[src/rtl/tri_state_bus_pkg.sv]
// Shared types and constants for the single-wire bus receiver.
// TRI_STATE_BUS_RX_PARITY_EN adds the PARITY state to the FSM encoding.
package tri_state_bus_pkg;

  localparam int DEF_DATA_W = 8;

  localparam logic START_BIT = 1'b0;
  localparam logic STOP_BIT  = 1'b1;

  typedef enum logic [2:0] {
    ST_IDLE,
    ST_START,
    ST_DATA,
`ifdef TRI_STATE_BUS_RX_PARITY_EN
    ST_PARITY,
`endif
    ST_STOP,
    ST_WAIT_HIGH
  } state_t;

endpackage

[src/rtl/tri_state_bus_sync.sv]
// Two-flop synchronizer for the asynchronous bus line; reset value 1 (idle).
// Latency 2 cycles, no backpressure.
module tri_state_bus_sync (
  input  logic clk,
  input  logic rst,
  input  logic d,
  output logic q
);

  logic meta;

  always_ff @(posedge clk) begin
    if (rst) begin
      meta <= 1'b1;
      q    <= 1'b1;
    end else begin
      meta <= d;
      q    <= meta;
    end
  end

endmodule

[src/rtl/tri_state_bus_rx.sv]
// Oversampling receiver for a pulled-up single-wire bus: start, DATA_W bits LSB first, stop.
// TRI_STATE_BUS_RX_PARITY_EN adds an even-parity bit before stop; overrun pulses when a frame finds rx_valid still pending.
import tri_state_bus_pkg::*;

module tri_state_bus_rx #(
  parameter int BIT_CYCLES = 4,
  parameter int DATA_W     = DEF_DATA_W
) (
  input  logic              clk,
  input  logic              rst,
  input  logic              bus_in,
  output logic [DATA_W-1:0] rx_data,
  output logic              rx_valid,
  input  logic              rx_ready,
  output logic              frame_err,
  output logic              overrun,
  output logic              busy
);

  localparam int CW = $clog2(BIT_CYCLES + 1);
  localparam int BW = $clog2(DATA_W + 1);

  state_t            state, state_nxt;
  logic              line;
  logic              prev;
  logic [1:0]        settle;
  logic [CW-1:0]     cnt;
  logic [BW-1:0]     bit_cnt;
  logic [DATA_W-1:0] shreg;
  logic              fin_good;
  logic              fin_bad;
  logic              fall;
  logic              tick;
  logic              last_bit;
  logic              stop_ok;
`ifdef TRI_STATE_BUS_RX_PARITY_EN
  logic              par_bad;
`endif

  tri_state_bus_sync u_sync (
    .clk (clk),
    .rst (rst),
    .d   (bus_in),
    .q   (line)
  );

  assign fall     = prev & ~line;
  assign tick     = (cnt == CW'(1));
  assign last_bit = (bit_cnt == BW'(DATA_W - 1));
`ifdef TRI_STATE_BUS_RX_PARITY_EN
  assign stop_ok  = (line == STOP_BIT) && !par_bad;
`else
  assign stop_ok  = (line == STOP_BIT);
`endif

  always_ff @(posedge clk) begin
    if (rst) state <= ST_IDLE;
    else     state <= state_nxt;
  end

  always_comb begin
    state_nxt = state;
    case (state)
      ST_IDLE:  if (fall) state_nxt = ST_START;
      ST_START: if (tick) state_nxt = (line == START_BIT) ? ST_DATA : ST_IDLE;
      ST_DATA: begin
        if (tick && last_bit) begin
`ifdef TRI_STATE_BUS_RX_PARITY_EN
          state_nxt = ST_PARITY;
`else
          state_nxt = ST_STOP;
`endif
        end
      end
`ifdef TRI_STATE_BUS_RX_PARITY_EN
      ST_PARITY: if (tick) state_nxt = ST_STOP;
`endif
      ST_STOP:      if (tick) state_nxt = (line == STOP_BIT) ? ST_IDLE : ST_WAIT_HIGH;
      ST_WAIT_HIGH: if (line) state_nxt = ST_IDLE;
      default:      state_nxt = ST_IDLE;
    endcase
  end

  always_comb begin
    busy = (state != ST_IDLE);
  end

  // The synchronizer resets to 1, so prev stays 0 until those reset values have flushed out;
  // a line held low through reset then cannot look like a falling edge.
  always_ff @(posedge clk) begin
    if (rst) begin
      settle <= 2'b00;
      prev   <= 1'b0;
    end else begin
      settle <= {settle[0], 1'b1};
      prev   <= settle[1] ? line : 1'b0;
    end
  end

  always_ff @(posedge clk) begin
    if (rst) begin
      cnt      <= '0;
      bit_cnt  <= '0;
      shreg    <= '0;
      fin_good <= 1'b0;
      fin_bad  <= 1'b0;
`ifdef TRI_STATE_BUS_RX_PARITY_EN
      par_bad  <= 1'b0;
`endif
    end else begin
      fin_good <= 1'b0;
      fin_bad  <= 1'b0;
      case (state)
        ST_IDLE: begin
          cnt     <= CW'(BIT_CYCLES / 2);
          bit_cnt <= '0;
`ifdef TRI_STATE_BUS_RX_PARITY_EN
          par_bad <= 1'b0;
`endif
        end
        ST_START: cnt <= tick ? CW'(BIT_CYCLES) : cnt - CW'(1);
        ST_DATA: begin
          if (tick) begin
            shreg   <= {line, shreg[DATA_W-1:1]};
            bit_cnt <= bit_cnt + BW'(1);
            cnt     <= CW'(BIT_CYCLES);
          end else begin
            cnt <= cnt - CW'(1);
          end
        end
`ifdef TRI_STATE_BUS_RX_PARITY_EN
        ST_PARITY: begin
          if (tick) begin
            par_bad <= line ^ (^shreg);
            cnt     <= CW'(BIT_CYCLES);
          end else begin
            cnt <= cnt - CW'(1);
          end
        end
`endif
        ST_STOP: begin
          if (tick) begin
            fin_good <= stop_ok;
            fin_bad  <= !stop_ok;
          end else begin
            cnt <= cnt - CW'(1);
          end
        end
        default: cnt <= cnt;
      endcase
    end
  end

  // A completing frame may reuse the slot the consumer is draining this same cycle.
  always_ff @(posedge clk) begin
    if (rst) begin
      rx_data   <= '0;
      rx_valid  <= 1'b0;
      frame_err <= 1'b0;
      overrun   <= 1'b0;
    end else begin
      frame_err <= fin_bad;
      overrun   <= 1'b0;
      if (fin_good) begin
        if (!rx_valid || rx_ready) begin
          rx_data  <= shreg;
          rx_valid <= 1'b1;
        end else begin
          overrun <= 1'b1;
        end
      end else if (rx_valid && rx_ready) begin
        rx_valid <= 1'b0;
      end
    end
  end

endmodule

[config.mk]
export PLATFORM = sky130hd
export DESIGN_NAME = tri_state_bus_rx
export DESIGN_NICKNAME = d
export VERILOG_FILES = /design/src/rtl/tri_state_bus_pkg.sv /design/src/rtl/tri_state_bus_sync.sv /design/src/rtl/tri_state_bus_rx.sv
export SDC_FILE = /design/constraint.sdc
export NUM_CORES = 1
export LEC_CHECK = 0
export CAP_MARGIN = 20
export CELL_PAD_IN_SITES_DETAIL_PLACEMENT = 1
export CELL_PAD_IN_SITES_GLOBAL_PLACEMENT = 1
export CORE_MARGIN = 2
export CORE_UTILIZATION = 42
export DETAILED_ROUTE_END_ITERATION = 10
export GPL_TIMING_DRIVEN = 1
export PLACE_DENSITY_LB_ADDON = 0.1
export SYNTH_ARGS = -nofsm -noshare
export SYNTH_HDL_FRONTEND = slang
export SYNTH_SLANG_ARGS = --single-unit
[constraint.sdc]
create_clock -name clk -period 1.9 [get_ports clk]
set_input_delay 0.475 -clock clk [delete_from_list [all_inputs] [get_ports clk]]
set_output_delay 0.475 -clock clk [all_outputs]
set_load 0.1 [all_outputs]
==> impl_metrics.env, run 1 <==
export IMPL_drv_slew=0
export IMPL_synth_cells=146
export IMPL_die_h_um=62.3
export IMPL_fin_nets=175
export IMPL_finalSetupViolations=0
export IMPL_clock_sinks=36
export IMPL_antenna_found_initial=0
export IMPL_ant_nets=0
export IMPL_n_fill_cell=382
export IMPL_p_per_area_nw_per_um2=669
export IMPL_p_sw_mw=0.254
export IMPL_hold_end="u_sync.q$_SDFF_PP1_"
export IMPL_r2r_end="state[0]$_SDFFE_PP0P_"
export IMPL_crit_type="register to output port"
export IMPL_hold_depth=1
export IMPL_synth_seq_area_share_pct=50.5
export IMPL_syn_cell_area_um2=1430
export IMPL_comb_power_share_pct=2.9
export IMPL_grt_pass1_vias=1121
export IMPL_status="finished clean"
export IMPL_switching_share_pct=20.5
export IMPL_use_met2_pct=28.3
export IMPL_synthAdderAreaFrac_pct=2.63
export IMPL_layout_drive_gt1_share_pct=21.4
export IMPL_yosys_area_share_simple_pct=21.3
export IMPL_synth_top_family_by_area="simple AND/OR/NAND/NOR gates"
export IMPL_clockBufferDepth=2
export IMPL_hp_class="register to register"
export IMPL_grt_util_all_layers_pct=17.1
export IMPL_htreeDepth=2
export IMPL_grt_util_met1_pct=20.8
export IMPL_r2r_setup_slack_ns=0.18
export IMPL_synth_cell_types=34
export IMPL_worst_pin_slew_ns=0.485
export IMPL_min_from="u_sync.meta$_SDFF_PP1_"
export IMPL_vias_per_cell=4.97
export IMPL_setup_tns_final_ns=0
export IMPL_ioPinCount=16
export IMPL_seq_area_um2=723
export IMPL_maxCapViolCount=0
export IMPL_required_ns=1.42
export IMPL_end_kind="output port"
export IMPL_hold_viol=0
export IMPL_cp_arrival_ns=1.33
export IMPL_seqPwrFrac_pct=61.6
export IMPL_layout_cells_non_filler=214
export IMPL_fmax_ghz=0.553
export IMPL_syn_to_final_growth_pct=29.8
export IMPL_yosys_warnings=0
export IMPL_internal_power_mw=0.986
export IMPL_grt_busiest_layer="met2"
export IMPL_muxShareOfSynthArea_pct=12.7
export IMPL_avgSynthCellArea_um2=9.77
export IMPL_dpl_hpwl_um=2160
export IMPL_syn_nets=153
export IMPL_coreArea_um2=3310
export IMPL_grt_max_degree=16
export IMPL_die_w_um=62.3
export IMPL_peakVddDrop_v=0.000361
export IMPL_gr_total_overflow=0
export IMPL_critPathLaunchType="register"
export IMPL_timing_rr_start="cnt[0]$_SDFFE_PP0P_"
export IMPL_dr_total_vias=1064
export IMPL_drc=0
export IMPL_finalCritPeriodShare_pct=95.1
export IMPL_gp_congestion=0.823
export IMPL_grtUsageMet3_pct=5.43
export IMPL_synth_xor_area_share_pct=1.23
export IMPL_grt_pass1_wl_um=5240
export IMPL_tritoncts="done"
export IMPL_cts_root_buf="clkbuf_4"
export IMPL_placed_cells=207
export IMPL_yosys_register_bits=36
export IMPL_rsz0062_at_grt="false"
export IMPL_p_total_mw=1.24
export IMPL_diodes=0
export IMPL_clk_pin_slew_ns=0.10
export IMPL_finalWirelength_um=2970
export IMPL_numCtsBuffers=5
export IMPL_rows=21
export IMPL_cts_hold_fix_buffers=0
export IMPL_initial_core_util_pct=43.1
export IMPL_multi_input_area_um2=657
export IMPL_cp_max_fo=10
export IMPL_routedWlPerCell_um=13.9
export IMPL_clkLatencyLatePin_ns=0.33
export IMPL_firstDrtPassIters=2
export IMPL_synth_compound_area_share_pct=7.37
export IMPL_drt_iter0_drc=49
export IMPL_place_port_buffers=15
export IMPL_p_clk_share_pct=35.4
export IMPL_p_leak_nw=0.760
export IMPL_dieArea_um2=3880
export IMPL_post_route_min_period_ns=1.81
export IMPL_worstRegToRegCells=5
export IMPL_slew_headroom_pct=67.4
export IMPL_fin_skew_ns=0.00474
==> per-stage QoR <==
stage               setup slack (ns)  area (um2)  utilization, %  hold WS, ns
floorplan                      0.171        1430               -        0.389
global placement               0.277        1770            53.6        0.401
detailed placement             0.174        1770            53.6        0.403
CTS                           0.0293        1840            55.7        0.432
global route                 0.00973        1850            55.9        0.448
finish                        0.0931        1850            55.9        0.430
==> state kept, by name (all words and copies together), names as in the netlist, 2 cells and up <==
signal and flops:
bit_cnt 4, cnt 3, rx_data 8, settle 2, shreg 8, state 3
==> final cells by class <==
cell class	instances	area share, %
Sequential cell	36	39.1
Tap cell	46	3.11
Timing Repair Buffer	22	17.4
Clock buffer	7	3.51
Inverter	7	1.42
Multi-Input combinational cell	96	35.5
==> synth_stat cells <==
| library cell | n | area, um2 |
|---|---|---|
| nand3_1 | 3 | 15.0 |
| clkbuf_1 | 3 | 11.3 |
| a21oi_1 | 5 | 25.0 |
| inv_1 | 7 | 26.3 |
| a211oi_1 | 3 | 22.5 |
| nor2b_1 | 2 | 12.5 |
| nand2b_1 | 2 | 12.5 |
| a221oi_1 | 1 | 8.76 |
| or2_2 | 2 | 12.5 |
| o31ai_1 | 1 | 7.51 |
| buf_2 | 3 | 15.0 |
| and3_1 | 2 | 12.5 |
| nor4_1 | 3 | 18.8 |
| o21ai_2 | 1 | 8.76 |
| dfxtp_1 | 36 | 721 |
| xnor2_1 | 2 | 17.5 |
| nor2_1 | 27 | 101 |
| ha_1 | 3 | 37.5 |
| buf_4 | 1 | 7.51 |
| mux2i_1 | 17 | 170 |
| nand3b_1 | 1 | 7.51 |
| nand2_1 | 5 | 18.8 |
| nand4b_4 | 1 | 23.8 |
| and2b_4 | 1 | 10.0 |
| or3_1 | 1 | 6.26 |
| and4_1 | 1 | 8.76 |
| a31oi_1 | 1 | 6.26 |
| nand4b_1 | 1 | 8.76 |
| o22ai_1 | 1 | 6.26 |
| a211o_1 | 1 | 8.76 |
| nor3_2 | 1 | 10.0 |
| mux2_2 | 1 | 11.3 |
| nor3_1 | 5 | 25.0 |
| a2111o_1 | 1 | 11.3 |
==> layout by cell type (no fill, tap or decap), drive strengths merged, types with 2 or more instances in the layout <==
cell type / n
clkbuf: 7
or2: 2
dfxtp: 36
a21oi: 5
nand2b: 2
nor4: 3
inv: 7
nand4b: 2
buf: 19
xnor2: 2
nor2: 27
mux2i: 17
nand2: 5
nand3: 3
a211oi: 3
nor2b: 2
ha: 3
nor3: 6
and3: 2
clkdlybuf4s50: 3
==> power by group through the flow <==
stage,combinational [mW],clock [mW],sequential [mW]
after floorplan,0.0199,0,0.780
after global placement,0.0345,0,0.781
after detailed placement,0.0364,0,0.781
after CTS,0.0371,0.459,0.764
after global routing,0.0405,0.493,0.765
final,0.0364,0.439,0.764
==> worst max-delay path by stage <==
stage | startpoint | end | slack, ns | depth (start not counted)
floorplan | state[2]$_SDFFE_PP0P_ | bit_cnt[0]$_SDFFE_PP0P_ | 0.17 | 5
global placement | cnt[0]$_SDFFE_PP0P_ | shreg[2]$_SDFFE_PP0P_ | 0.28 | 6
detailed placement | cnt[0]$_SDFFE_PP0P_ | shreg[2]$_SDFFE_PP0P_ | 0.17 | 6
CTS | state[0]$_SDFFE_PP0P_ | busy | 0.03 | 2
global route | cnt[0]$_SDFFE_PP0P_ | shreg[1]$_SDFFE_PP0P_ | 0.01 | 6
finish | state[1]$_SDFFE_PP0P_ | busy | 0.09 | 2
==> per-layer routing <==
layer | vias up | part of all wire (%)
met5 | - | 0
met4 | 0 | 0.64
met3 | 2 | 3.3
met2 | 12 | 50
met1 | 510 | 46
li1 | 540 | -
==> worst max-delay path: stages, from the launching register on <==
cell	delay [ns]
dfxtp_1	0.42
or3_4	0.41
buf_12	0.18
==> what timing repair did <==
item | in CTS | in global routing
resized for setup | 1 | 2
endpoints found under the setup margin | 1 | 6
setup buffers | 0 | 0
==> logic make-up (layout without fill, tap and decap cells) <==
group | count (synthesis) | count (layout)
AO/OA/AOI/OAI | 15 | 15
XOR/XNOR | 2 | 2
adder cells (fa/ha/maj) | 3 | 3
buffers and inverters | 14 | 36
flip-flops | 36 | 36
multiplexers | 18 | 18
AND/OR/NAND/NOR | 58 | 58
Note: power is estimated with default switching activity, not from simulation.
==> inputs of run 2 (changes only) <==
==> constraint.sdc (replaced) <==
create_clock -name clk -period 1.9 [get_ports clk]
set_input_delay 0.38 -clock clk [delete_from_list [all_inputs] [get_ports clk]]
set_output_delay 0.38 -clock clk [all_outputs]
set_load 0.1 [all_outputs]
==> impl_metrics.env, run 2 (synthesis results as in run 1) <==
export IMPL_status="finished clean"
export IMPL_layout_drive_gt1_share_pct=19.3
export IMPL_fin_util_pct=51.2
export IMPL_gr_total_overflow=0
export IMPL_layout_cells_non_filler=212
export IMPL_n_fill_cell=383
export IMPL_whs_ns=0.433
export IMPL_maxCapViolCount=0
export IMPL_required_ns=1.52
export IMPL_peakVddDrop_v=0.000468
export IMPL_coreArea_um2=3310
export IMPL_grt_pass1_vias=1161
export IMPL_hp_class="register to register"
export IMPL_cts_hold_fix_buffers=0
export IMPL_slew_headroom_pct=69.7
export IMPL_cp_max_fo=11
export IMPL_setup_tns_final_ns=0
export IMPL_antenna_found_initial=0
export IMPL_htreeDepth=2
export IMPL_tritoncts="done"
export IMPL_numCtsBuffers=5
export IMPL_ioPinCount=16
export IMPL_hold_end="u_sync.q$_SDFF_PP1_"
export IMPL_fin_nets=172
export IMPL_drt_iter0_drc=28
export IMPL_crit_type="register to output port"
export IMPL_gp_congestion=0.748
export IMPL_vias_per_cell=5.18
export IMPL_grt_max_degree=30
export IMPL_grt_pass1_wl_um=5060
export IMPL_p_leak_nw=0.719
export IMPL_fmax_ghz=0.561
export IMPL_rsz0062_at_grt="false"
export IMPL_hold_viol=0
export IMPL_dr_total_vias=1099
export IMPL_dieArea_um2=3880
export IMPL_drc=0
export IMPL_min_from="u_sync.meta$_SDFF_PP1_"
export IMPL_r2r_setup_slack_ns=0.19
export IMPL_clockBufferDepth=2
export IMPL_hold_depth=1
export IMPL_worstRegToRegCells=6
export IMPL_die_h_um=62.3
export IMPL_mostFrequentLayoutCells="35 x dfxtp_1, 27 x nor2_1, 17 x mux2i_1, 15 x buf_4, 7 x inv_1"
export IMPL_finalWirelength_um=2860
export IMPL_clkLatencyLatePin_ns=0.34
export IMPL_finalCritPeriodShare_pct=93.8
export IMPL_cts_resized=0
export IMPL_place_port_buffers=15
export IMPL_p_per_area_nw_per_um2=780
export IMPL_worst_pin_slew_ns=0.451
export IMPL_end_kind="output port"
export IMPL_placed_cells=204
export IMPL_initial_core_util_pct=43.1
export IMPL_cp_arrival_ns=1.40
export IMPL_routedWlPerCell_um=13.5
export IMPL_post_route_min_period_ns=1.78
export IMPL_grt_util_all_layers_pct=16.5
export IMPL_dpl_hpwl_um=2030
export IMPL_reg_top3="rx_data (8), shreg (8), bit_cnt (4)"
export IMPL_fin_skew_ns=0.00777
export IMPL_r2r_end="shreg[2]$_SDFFE_PP0P_"
export IMPL_clk_pin_slew_ns=0.11
export IMPL_diodes=0
export IMPL_mostFrequentLayoutCell="dfxtp_1"
export IMPL_rows=21
export IMPL_timing_rr_start="cnt[0]$_SDFFE_PP0P_"
export IMPL_p_total_mw=1.32
export IMPL_finalSetupViolations=0
export IMPL_die_w_um=62.3
export IMPL_firstDrtPassIters=2
export IMPL_clock_sinks=36
export IMPL_drv_slew=0
export IMPL_syn_to_final_growth_pct=18.9
export IMPL_cts_setup_buffers=0
export IMPL_cts_root_buf="clkbuf_4"
export IMPL_critPathLaunchType="register"
export IMPL_ant_nets=0
==> run 2: cell count changes in the layout (fill, tap and decap cells not counted), sizes merged <==
cell / before / now
clkinv: 0 / 1
bufinv: 0 / 1
buf: 19 / 16
clkbuf: 7 / 6
==> run 2: power by group <==
part | switching (mW) | leakage (nW) | internal (mW)
Combinational | 0.0199 | 0.385 | 0.0139
Clock | 0.249 | 0.0422 | 0.276
Sequential | 0.00367 | 0.292 | 0.761
Total | 0.272 | 0.719 | 1.05
==> run 2: layout make-up <==
| type | count | area (um2) | area share, % |
|---|---|---|---|
| clock buffer | 6 | 41.3 | 2.44 |
| clock inverter | 2 | 35.0 | 2.07 |
| inverter | 7 | 26.3 | 1.55 |
| multi-input combinational | 96 | 651 | 38.4 |
| sequential | 36 | 722 | 42.6 |
| tap | 46 | 57.6 | 3.39 |
| timing repair buffer | 19 | 163 | 9.59 |
==> run 2: worst max path at each step <==
stage	startpoint	end	slack (ns)	depth (start not counted)
final	state[2]$_SDFFE_PP0P_	busy	0.12	2
after global routing	cnt[0]$_SDFFE_PP0P_	shreg[6]$_SDFFE_PP0P_	0.02	6
after CTS	state[2]$_SDFFE_PP0P_	busy	0.02	2
after detailed placement	cnt[0]$_SDFFE_PP0P_	shreg[6]$_SDFFE_PP0P_	0.22	6
after global placement	cnt[0]$_SDFFE_PP0P_	shreg[6]$_SDFFE_PP0P_	0.29	6
after floorplan	state[2]$_SDFFE_PP0P_	bit_cnt[0]$_SDFFE_PP0P_	0.17	5
==> run 2: worst max-delay path, stage by stage, from the launching register on <==
cell	delay [ns]
dfxtp_1	0.43
or3_4	0.45
buf_12	0.18
==> run 2: layer usage <==
| layer | up-vias | global-route usage (%) | wire (um) |
|---|---|---|---|
| li1 | 537 | - | - |
| met2 | 14 | 29.3 | 1510 |
| met4 | 0 | 7.50 | 55 |
| met1 | 540 | 18.8 | 1220 |
| met3 | 8 | 3.80 | 72 |
| met5 | - | 0 | 0 |
==> run 2: stage by stage <==
stage	worst slack, ns	instance area, um2
4_1_cts	0.0197	1690
3_5_place_dp	0.219	1610
6_report	0.119	1700
5_1_grt	0.0220	1700
3_3_place_gp	0.291	1610
2_1_floorplan	0.171	1430
